===== src/rtl/instr_fetch.sv =====
// Instruction-fetch control: one outstanding req/ack read per instruction, IR hand-off to decode,
// PC register update (sequential or redirect) and sticky misalignment / timeout faults.
module instr_fetch #(
  parameter logic [7:0] TIMEOUT_CYCLES = 8'd16
) (
  input  logic        CLK_I,
  input  logic        Reset_I,
  input  logic [31:0] PC_I,
  output logic [31:0] IMemAddr_O,
  output logic        IMemReq_O,
  input  logic        IMemAck_I,
  input  logic [31:0] IMemData_I,
  output logic [31:0] IR_O,
  output logic [31:0] PCPlus4_O,
  output logic        IRValid_O,
  input  logic        IRTake_I,
  input  logic        Redirect_I,
  input  logic [31:0] RedirectAddr_I,
  output logic [31:0] NPC_O,
  output logic        PCWrite_O,
  output logic        AdEL_O,
  output logic        BusErr_O
);

  typedef enum logic [1:0] {IDLE, FETCH, HOLD, FAULT} state_t;

  state_t      state, state_nxt;
  logic [7:0]  tmo_cnt, tmo_cnt_nxt;
  logic [31:0] pc_plus4;
  logic        aligned;
  logic        accept;
  logic        take;
  logic        adel_set;
  logic        buserr_set;

  assign pc_plus4   = PC_I + 32'd4;
  assign aligned    = (PC_I[1:0] == 2'b00);
  assign IMemAddr_O = PC_I;

  always_comb begin
    state_nxt   = state;
    tmo_cnt_nxt = tmo_cnt;
    IMemReq_O   = 1'b0;
    PCWrite_O   = 1'b0;
    NPC_O       = pc_plus4;
    accept      = 1'b0;
    take        = 1'b0;
    adel_set    = 1'b0;
    buserr_set  = 1'b0;

    case (state)
      IDLE: state_nxt = FETCH;
      FETCH: begin
        if (!aligned) begin
          adel_set  = 1'b1;
          state_nxt = FAULT;
        end else begin
          IMemReq_O = 1'b1;
          if (IMemAck_I) begin
            accept      = 1'b1;
            PCWrite_O   = 1'b1;
            tmo_cnt_nxt = 8'd0;
            state_nxt   = HOLD;
          end else if (TIMEOUT_CYCLES != 8'd0) begin
            if (tmo_cnt + 8'd1 == TIMEOUT_CYCLES) begin
              buserr_set  = 1'b1;
              tmo_cnt_nxt = 8'd0;
              state_nxt   = FAULT;
            end else begin
              tmo_cnt_nxt = tmo_cnt + 8'd1;
            end
          end
        end
      end
      HOLD: begin
        if (IRTake_I) begin
          take      = 1'b1;
          state_nxt = FETCH;
        end
      end
      FAULT: state_nxt = FAULT;
      default: state_nxt = IDLE;
    endcase

    // Redirect overrides everything; a coincident ack or take is dropped.
    if (Redirect_I) begin
      PCWrite_O   = 1'b1;
      NPC_O       = RedirectAddr_I;
      accept      = 1'b0;
      take        = 1'b0;
      adel_set    = 1'b0;
      buserr_set  = 1'b0;
      tmo_cnt_nxt = 8'd0;
      state_nxt   = FETCH;
    end

    if (!Reset_I) begin
      IMemReq_O = 1'b0;
      PCWrite_O = 1'b0;
    end
  end

  always_ff @(posedge CLK_I) begin
    if (!Reset_I) begin
      state     <= IDLE;
      tmo_cnt   <= 8'd0;
      IR_O      <= 32'd0;
      PCPlus4_O <= 32'd0;
      IRValid_O <= 1'b0;
      AdEL_O    <= 1'b0;
      BusErr_O  <= 1'b0;
    end else begin
      state   <= state_nxt;
      tmo_cnt <= tmo_cnt_nxt;
      if (accept) begin
        IR_O      <= IMemData_I;
        PCPlus4_O <= pc_plus4;
        IRValid_O <= 1'b1;
      end else if (take || Redirect_I) begin
        IRValid_O <= 1'b0;
      end
      if (Redirect_I) begin
        AdEL_O   <= 1'b0;
        BusErr_O <= 1'b0;
      end else begin
        if (adel_set)   AdEL_O   <= 1'b1;
        if (buserr_set) BusErr_O <= 1'b1;
      end
    end
  end

endmodule


===== config.mk =====
export PLATFORM = sky130hd
export DESIGN_NAME = instr_fetch
export DESIGN_NICKNAME = d
export VERILOG_FILES = /design/src/rtl/instr_fetch.sv
export SDC_FILE = /design/constraint.sdc
export NUM_CORES = 1
export LEC_CHECK = 0
export BUFFER_PORTS_ARGS = -buffer_cell sky130_fd_sc_hd__buf_2
export CORE_ASPECT_RATIO = 0.6
export CORE_MARGIN = 2
export CORE_UTILIZATION = 50
export CTS_BUF_LIST = sky130_fd_sc_hd__clkbuf_8
export DETAILED_ROUTE_END_ITERATION = 10
export GPL_TIMING_DRIVEN = 0
export PLACE_DENSITY_LB_ADDON = 0.2
export SYNTH_ARGS = -nofsm -noshare
export SYNTH_HDL_FRONTEND = slang
export SYNTH_SLANG_ARGS = --single-unit

===== constraint.sdc =====
create_clock -name CLK_I -period 5.5 [get_ports CLK_I]
set_clock_uncertainty 0.15 [all_clocks]
set_input_delay 0.275 -clock CLK_I [delete_from_list [all_inputs] [get_ports CLK_I]]
set_output_delay 0.275 -clock CLK_I [all_outputs]
set_load 0.03 [all_outputs]

==> impl_metrics.json, run 1 <==
{
  "clock_latency_ns": 0.35,
  "cts_tree": "built",
  "fin_cells": 922,
  "synth_fp_nets": 640,
  "cp_common_cell": "buf_2",
  "worstSetupPathType": "primary input to output port",
  "final-max-slew-violation-count": 0,
  "power_leakage_uw": 0.00266,
  "cts.sinks": 77,
  "numCtsBuffers": 9,
  "drt_iter0_markers": 460,
  "powerDensity_nw_per_um2": 223,
  "dp_slack_ns": 2.58,
  "hold_depth": 3,
  "die_h_um": 74.7,
  "synthAdderAreaFrac_pct": 0.902,
  "outcome": "finished, final reports clean",
  "start_kind": "primary input",
  "grt_pass1_wl_um": 23700,
  "diodes": 0,
  "worstRegToRegCells": 4,
  "port_buffers": 232,
  "cts_buffer_depth": 2,
  "fin_setup_tns_ns": 0,
  "async_flop_share_pct": 0,
  "die_area_sq_um": 9090,
  "muxShareOfSynthArea_pct": 3.49,
  "nets": 913,
  "gp_congestion": 0.993,
  "fp.coreArea_sq_um": 7980,
  "area_growth_pct": 43.5,
  "max_stage_delay_ns": 0.49,
  "synth_area_sq_um": 4160,
  "postRouteAntennaNets": 0,
  "final_common_cell": "buf_2",
  "synth_simple_gate_area_share_pct": 24.9,
  "dp_cells": 876,
  "cp_max_fo": 10,
  "ys_seq_elements": 77,
  "crit_path_top_delay_cell": "or3_2",
  "synth_top_family_by_area": "simple AND/OR/NAND/NOR gates",
  "synth_compound_area_share_pct": 21.2,
  "clockRootBuffer": "clkbuf_8",
  "yosys_warnings": 0,
  "path_cells": "buf_2, ha_1, and4_1, nand4_1, buf_2, or3_2, a31oi_1, buf_2",
  "wire_per_inst_um": 17.1,
  "routed_wl_um": 15800,
  "cap_viol_max_count": 0,
  "drive_above_1_share_pct": 38.0,
  "grt_pass1_vias": 4740,
  "rsz0062_at_grt": "false",
  "layout_common_cells": "buf_2 (237), nand2_1 (85), dfxtp_1 (77)",
  "track_usage_pct": 33.9,
  "cp_data_required_time_ns": 5.08,
  "syn_inst": 536,
  "grt_max_degree": 16,
  "yosysUniqueCellTypes": 49,
  "avgSynthCellArea_sq_um": 7.76,
  "antenna_found_initial": 0,
  "worstHoldPathType": "primary input to flop",
  "drtPass1Iterations": 5,
  "rows": 25,
  "htreeDepth": 3,
  "end_kind": "output port",
  "max_slew.worst_pin.slew_ns": 0.650,
  "relSlewSlack_pct": 56.6,
  "setup-violations-final": 0,
  "dp.final_hpwl_um": 11600,
  "fmaxAchievable_ghz": 0.336,
  "ys_seq_area_share_pct": 37.0,
  "grt_overflow_total": 0,
  "fin_ws_ns": 2.52,
  "path_clk_slew_ns": 0.08,
  "via_per_inst": 5.71,
  "ir_drop_uv": 182,
  "cp.arrival_ns": 2.55,
  "initial_core_util_pct": 52.2,
  "postCtsSetupBuffers": 0,
  "chipWidth_um": 122,
  "synth_edf_count": 0,
  "ys.flop_type": "dfxtp_1",
  "vias": 5268,
  "hold_viol_final": 0,
  "route.detailed.drc": 0,
  "postLayoutCoreUtil_pct": 74.9,
  "period_minus_slack_ns": 2.98,
  "period_share_pct": 54.1,
  "synth-xor-area-share_pct": 2.74,
  "pin_count": 234
}
[through the flow]
| stage | hold WS (ns) | area (sq um) | total power (uW) |
|---|---|---|---|
| 2_1_floorplan | 0.221 | 4160 | 752 |
| 3_5_place_dp | 0.295 | 5460 | 860 |
| 6_report | 0.0157 | 5970 | 1330 |
| 3_3_place_gp | 0.289 | 5460 | 856 |
| 4_1_cts | 0.00152 | 5970 | 1330 |
| 5_1_grt | 0.0401 | 5970 | 1380 |
[layer usage]
| layer | track usage, % | vias to the layer above | share of wire [%] |
|---|---|---|---|
| li1 | - | 2444 | - |
| met1 | 43.4 | 2445 | 40 |
| met2 | 56.1 | 332 | 46 |
| met3 | 9.17 | 47 | 11 |
| met4 | 12.5 | 0 | 2.4 |
| met5 | 0 | - | 0 |
[timing repair]
| action | 4_1_cts | 5_1_grt |
|---|---|---|
| gates resized for setup | 0 | 0 |
| hold endpoints to repair | 30 | 0 |
| endpoints found under the setup margin | 0 | 0 |
| hold buffers | 30 | 0 |
[cell families after synthesis]
group           Yosys count
buf+inv                  74
flops                    77
compound gates          146
simple gates            210
fa+ha+maj                 3
mux                      13
xor+xnor                 13
[critical path: cells and delay by family]
kind / cells / cell delay, ns
adders and majority gates: 1 / 0.22
buffers and inverters: 3 / 0.72
and+or+nand+nor: 3 / 1.16
AOI/OAI and AO/OA: 1 / 0.17
[power breakdown]
group          total [uW]  switching [uW]  internal (uW)  leakage, uW
logic                 298             186            113      0.00193
clock network         460             230            230     0.000106
registers             571            5.36            566     0.000622
total                1330             421            908      0.00266
[flip-flops by register name, summed over array words and instances (netlist names)]
signal	cells
state	2
IR_O	32
BusErr_O	1
AdEL_O	1
tmo_cnt	8
IRValid_O	1
PCPlus4_O	32
[cells in the mapped netlist (2+ instances only)]
cell,count,area (sq um)
nand2_1,85,319
dfxtp_1,77,1540
a21oi_1,45,225
nor2_1,38,143
o21ai_0,35,175
a31oi_1,34,213
clkbuf_1,33,124
buf_4,32,240
nand3_1,18,90.1
or4_1,14,105
mux2_2,12,135
o31ai_1,12,90.1
xnor2_1,10,87.6
and3_1,8,50.1
nand4_1,8,50.1
nor3_1,6,30.0
o21ba_2,6,60.1
buf_2,5,25.0
or3_1,5,31.3
a211oi_1,4,30.0
and2_1,4,25.0
and4_1,4,35.0
ha_1,3,37.5
inv_1,3,11.3
nand2b_1,3,18.8
nand3b_1,3,22.5
nor2b_1,3,18.8
xor2_1,3,26.3
nor3b_1,2,15.0
nor4_1,2,12.5
[worst paths after layout]
check	from	end	slack (ns)
worst max-delay path	PC_I[2]	NPC_O[20]	2.52
worst min-delay path	IMemData_I[17]	IR_O[17]	0.02
worst max register to register	state[0]	PCPlus4_O[12]	3.04
worst min register to register	IR_O[6]	IR_O[6]	0.31
[cell type report]
class | count | area [sq um]
Buffer | 70 | 389
Tap cell | 108 | 135
Clock inverter | 6 | 75.1
Timing Repair Buffer | 262 | 1460
Multi-Input combinational cell | 385 | 2220
Fill cell | 632 | 2010
Clock buffer | 10 | 138
Sequential cell | 77 | 1540
Inverter | 4 | 15.0
Power figures use the tool's default switching activity.
==> inputs of run 2 (changes only) <==
--- a/config.mk
+++ b/config.mk
@@ -8,7 +8,7 @@
 export BUFFER_PORTS_ARGS = -buffer_cell sky130_fd_sc_hd__buf_2
 export CORE_ASPECT_RATIO = 0.6
 export CORE_MARGIN = 2
-export CORE_UTILIZATION = 50
+export CORE_UTILIZATION = 46
 export CTS_BUF_LIST = sky130_fd_sc_hd__clkbuf_8
 export DETAILED_ROUTE_END_ITERATION = 10
 export GPL_TIMING_DRIVEN = 0
==> constraint.sdc (replaced) <==
create_clock -name CLK_I -period 2.85 [get_ports CLK_I]
set_clock_uncertainty 0.15 [all_clocks]
set_input_delay 0.1425 -clock CLK_I [delete_from_list [all_inputs] [get_ports CLK_I]]
set_output_delay 0.1425 -clock CLK_I [all_outputs]
set_load 0.03 [all_outputs]
==> run 2 against run 1 <==
Global-route usage fell by 1.4 points. Sequential cell count unchanged. Cell area is 3.0% higher. Wire length up 3.4%. Critical endpoint is now NPC_O[29]. Highest routed layer unchanged.
==> impl_metrics.json, run 2 (synthesized netlist as in run 1, its figures left out) <==
{
  "clockRootBuffer": "clkbuf_8",
  "reg.largest.list": "IR_O (32), PCPlus4_O (32), tmo_cnt (8)",
  "clock_latency_ns": 0.36,
  "nets": 929,
  "cts_buffer_depth": 2,
  "hold_depth": 3,
  "drtPass1Iterations": 5,
  "pwr-share-clk_pct": 34.7,
  "worstSetupPathType": "primary input to output port",
  "outcome": "finished, final reports clean",
  "power_leakage_uw": 0.00273,
  "period_minus_slack_ns": 2.75,
  "via_per_inst": 5.69,
  "gp_congestion": 0.968,
  "p_sw_uw": 814,
  "vias": 5359,
  "max_stage_delay_ns": 0.55,
  "end_kind": "output port",
  "worstRegToRegCells": 6,
  "final_common_cell": "buf_2",
  "min_to": "PCPlus4_O[23]",
  "swShare_pct": 31.3,
  "rows": 26,
  "hold_viol_final": 0,
  "crit_family": "simple AND/OR/NAND/NOR gates",
  "ir_drop_uv": 294,
  "crit_path_top_delay_cell": "or4_1",
  "pin_count": 234,
  "route.detailed.drc": 0,
  "routed_wl_um": 16300,
  "cp_data_required_time_ns": 2.56,
  "comb_power_share_pct": 23.0,
  "grt_pass1_wl_um": 25500,
  "path_clk_slew_ns": 0.08,
  "track_usage_pct": 32.5,
  "relSlewSlack_pct": 55.8,
  "r2r_start": "state[0]",
  "port_buffers": 232,
  "setup-violations-final": 0,
  "path_buf_inv": 3,
  "layout_common_cells": "buf_2 (236), nand2_1 (85), dfxtp_1 (77)",
  "pwr-share-seq_pct": 42.4,
  "period_share_pct": 96.7,
  "cts.sinks": 77,
  "drt_iter0_markers": 553,
  "fmaxAchievable_ghz": 0.363,
  "cts_tree": "built",
  "antenna_found_initial": 0,
  "cp.arrival_ns": 2.46,
  "die_area_sq_um": 9850,
  "grt_overflow_total": 0,
  "worstHoldPathType": "primary input to flop",
  "max_slew.worst_pin.slew_ns": 0.663,
  "r2r_slack_ns": 0.40,
  "cp_max_fo": 7,
  "fill_cells": 707,
  "final-max-slew-violation-count": 0,
  "grt_max_degree": 15,
  "cap_viol_max_count": 0,
  "placed_area_sq_um": 5460,
  "diodes": 0,
  "wire_per_inst_um": 17.3,
  "internal_power_uw": 1790,
  "worstHoldStart": "PC_I[23]",
  "postRouteAntennaNets": 0,
  "numCtsBuffers": 9,
  "powerDensity_nw_per_um2": 423,
  "drive_above_1_share_pct": 37.5,
  "chipWidth_um": 127,
  "path_cells": "dlygate4sd3_1, buf_2, nand3_2, or4_1, or4_4, a31oi_1, clkbuf_4",
  "dp.final_hpwl_um": 11700,
  "stdcell_area_sq_um": 6150,
  "grt_pass1_vias": 5068,
  "die_h_um": 77.7,
  "initial_core_util_pct": 48.1,
  "area_growth_pct": 47.8,
  "fin_setup_tns_ns": 0,
  "r2r_end": "PCPlus4_O[21]",
  "htreeDepth": 3,
  "start_kind": "primary input",
  "fp.coreArea_sq_um": 8650,
  "rsz0062_at_grt": "false"
}
run 2: changes by cell type in the layout (fill, tap and decap cells not counted), sizes merged:
cell,before,now
buf,269,268
clkbuf,43,45
inv,7,6
dlygate4sd3,30,46
run 2: through the flow:
step	setup WS (ns)	util, %	instances	total power [uW]	hold WS, ns
after floorplan	0.593	-	536	1450	0.0881
final	0.0951	71.1	942	2600	0.0204
after global placement	0.213	63.1	880	1650	0.233
after global routing	0.0245	71.1	942	2690	0.0328
after CTS	0.0973	70.9	942	2600	0.00294
after detailed placement	0.208	63.1	880	1660	0.241
run 2: area by class of cell:
| type | count | area (sq um) | share of cell area (%) |
|---|---|---|---|
| Timing Repair Buffer | 278 | 1620 | 26.4 |
| Clock buffer | 11 | 151 | 2.46 |
| Buffer | 70 | 389 | 6.33 |
| Inverter | 4 | 15.0 | 0.244 |
| Sequential cell | 77 | 1540 | 25.1 |
| Multi-Input combinational cell | 385 | 2220 | 36.2 |
| Clock inverter | 5 | 63.8 | 1.04 |
| Tap cell | 112 | 140 | 2.28 |
run 2: what timing repair did:
action,CTS,global route
hold endpoints to repair,46,0
resized for setup,0,3
hold buffers,46,0
setup endpoints to repair,0,2
setup buffers,0,0
run 2: tightest hold or removal path, stage by stage:
cell and delay, ns:
buf_2 0.16, o31ai_1 0.10, a31oi_1 0.08
run 2: how the worst max path moves through the flow:
stage,startpoint,endpoint,depth (start not counted)
2_1_floorplan,PC_I[2],NPC_O[20],6
3_3_place_gp,PC_I[2],NPC_O[20],8
3_5_place_dp,PC_I[2],NPC_O[20],8
4_1_cts,PC_I[20],NPC_O[29],7
5_1_grt,PC_I[20],NPC_O[29],7
6_report,PC_I[20],NPC_O[29],7
run 2: metal layers:
metal | global-route usage (%) | vias up | share of wire, %
li1 | - | 2470 | -
met1 | 43.0 | 2500 | 42
met2 | 51.6 | 354 | 45
met3 | 9.59 | 35 | 11
met4 | 10.2 | 0 | 2.1
met5 | 0 | - | 0
run 2: power by group through the flow:
stage / logic (uW) / registers (uW) / clock network [uW]
floorplan: 298 / 1150 / 0
global placement: 528 / 1130 / 0
detailed placement: 535 / 1130 / 0
CTS: 585 / 1100 / 912
global route: 634 / 1100 / 955
finish: 597 / 1100 / 901
==> inputs of run 3 (changes only) <==
--- a/config.mk
+++ b/config.mk
@@ -13,6 +13,8 @@
 export DETAILED_ROUTE_END_ITERATION = 10
 export GPL_TIMING_DRIVEN = 0
 export PLACE_DENSITY_LB_ADDON = 0.2
+export RECOVER_POWER = 100
 export SYNTH_ARGS = -nofsm -noshare
 export SYNTH_HDL_FRONTEND = slang
 export SYNTH_SLANG_ARGS = --single-unit
+export TNS_END_PERCENT = 100
==> run 3 against run 2 <==
Hold slack improved by 0.0033 ns. Die area is the same. Sequential share of layout area increased by 0.65 points. Critical endpoint unchanged. Largest power group unchanged.
==> impl_metrics.json, run 3 (synthesized netlist as in run 1, its figures left out) <==
{
  "outcome": "finished, final reports clean",
  "area_growth_pct": 44.0,
  "grt_overflow_total": 0,
  "hold_viol_final": 0,
  "track_usage_pct": 32.5,
  "powerDensity_nw_per_um2": 431,
  "dp.final_hpwl_um": 11700,
  "numCtsBuffers": 9,
  "wire_per_inst_um": 17.2,
  "cp_data_required_time_ns": 2.56,
  "max_stage_delay_ns": 0.55,
  "cts_buffer_depth": 2,
  "chipWidth_um": 127,
  "r2r_start": "state[0]",
  "start_kind": "primary input",
  "final-max-slew-violation-count": 0,
  "path_cells": "dlygate4sd3_1, buf_2, nand3_2, or4_1, or4_4, a31oi_1, buf_2",
  "fp.coreArea_sq_um": 8650,
  "min_to": "PCPlus4_O[19]",
  "period_share_pct": 96.5,
  "placed_area_sq_um": 5460,
  "fmaxAchievable_ghz": 0.364,
  "fin_ws_ns": 0.0995,
  "final_common_cell": "clkbuf_1",
  "worstHoldStart": "PC_I[19]",
  "rsz0062_at_grt": "false",
  "r2r_slack_ns": 0.35,
  "grt_pass1_vias": 5068,
  "cts.sinks": 77,
  "cp.arrival_ns": 2.46,
  "drtPass1Iterations": 5,
  "layout_common_cells": "clkbuf_1 (156), buf_2 (106), nand2_1 (85)",
  "route.detailed.drc": 0,
  "port_buffers": 232,
  "die_area_sq_um": 9850,
  "diodes": 0,
  "pin_count": 234,
  "ir_drop_uv": 290,
  "reg.largest.list": "IR_O (32), PCPlus4_O (32), tmo_cnt (8)",
  "grt_pass1_wl_um": 25500,
  "die_h_um": 77.7,
  "cap_viol_max_count": 0,
  "routed_wl_um": 16200,
  "dp_slack_ns": 0.208,
  "htreeDepth": 3,
  "path_clk_slew_ns": 0.08,
  "worstRegToRegCells": 6,
  "cp_common_cell": "buf_2",
  "gp_congestion": 0.968,
  "drive_above_1_share_pct": 22.7,
  "cts_tree": "built",
  "power_leakage_uw": 0.00228,
  "via_per_inst": 5.65,
  "clockRootBuffer": "clkbuf_8",
  "setup-violations-final": 0,
  "initial_core_util_pct": 48.1,
  "cp_max_fo": 7,
  "postCtsSetupBuffers": 0,
  "hold_depth": 3,
  "stdcell_area_sq_um": 5990,
  "vias": 5327,
  "relSlewSlack_pct": 55.5,
  "nets": 929,
  "max_slew.worst_pin.slew_ns": 0.667,
  "fin_setup_tns_ns": 0,
  "antenna_found_initial": 0,
  "crit_path_top_delay_cell": "or4_1",
  "end_kind": "output port",
  "postRouteAntennaNets": 0,
  "r2r_end": "PCPlus4_O[13]",
  "period_minus_slack_ns": 2.75,
  "worstHoldPathType": "primary input to flop",
  "clock_latency_ns": 0.36,
  "worstSetupPathType": "primary input to output port",
  "hold_ws_ns": 0.0237,
  "grt_max_degree": 15,
  "rows": 26,
  "fill_cells": 764,
  "drt_iter0_markers": 571
}
[run 3: cell count changes in the layout (fill, tap and decap cells not counted), sizes merged]
| cell | change |
|---|---|
| buf | -130 |
| clkbuf | +130 |
[run 3: worst max-delay path by stage]
stage | cells past startpoint | to | start | slack [ns]
6_report | 7 | NPC_O[29] | PC_I[20] | 0.1
5_1_grt | 7 | NPC_O[29] | PC_I[20] | 0.03
4_1_cts | 7 | NPC_O[29] | PC_I[20] | 0.1
3_5_place_dp | 8 | NPC_O[20] | PC_I[2] | 0.21
3_3_place_gp | 8 | NPC_O[20] | PC_I[2] | 0.21
2_1_floorplan | 6 | NPC_O[20] | PC_I[2] | 0.59
[run 3: per-stage QoR]
stage / total power [uW] / utilization [%] / std cells
3_3_place_gp: 1650 / 63.1 / 880
6_report: 2580 / 69.3 / 942
4_1_cts: 2600 / 70.9 / 942
3_5_place_dp: 1660 / 63.1 / 880
2_1_floorplan: 1450 / - / 536
5_1_grt: 2680 / 69.3 / 942
[run 3: final cells by class]
class	instances	area, sq um	share of cell area, %
Clock inverter	5	63.8	1.06
Clock buffer	11	151	2.53
Inverter	4	15.0	0.251
Multi-Input combinational cell	385	2220	37.1
Sequential cell	77	1540	25.7
Buffer	70	387	6.45
Tap cell	112	140	2.34
Timing Repair Buffer	278	1470	24.5
[run 3: what timing repair did]
action | in CTS | in global routing
gates resized for setup | 0 | 3
setup endpoints to repair | 0 | 2
hold buffers | 46 | 0
hold endpoints to repair | 46 | 0
[run 3: critical path, delay by kind of cell]
family / cells / cell delay [ns]
AOI/OAI and AO/OA: 1 / 0.19
and+or+nand+nor: 3 / 1.20
buffers and inverters: 3 / 0.93
[run 3: per-layer routing]
layer	routed length, um	track usage [%]	vias up
met4	326	10.2	0
met1	6760	43.0	2486
met5	0	0	-
li1	-	-	2468
met2	7380	51.6	338
met3	1760	9.59	35
[run 3: where the power goes]
group | internal [uW] | switching [uW]
combinational | 213 | 366
sequential | 1090 | 10.4
clock | 462 | 441
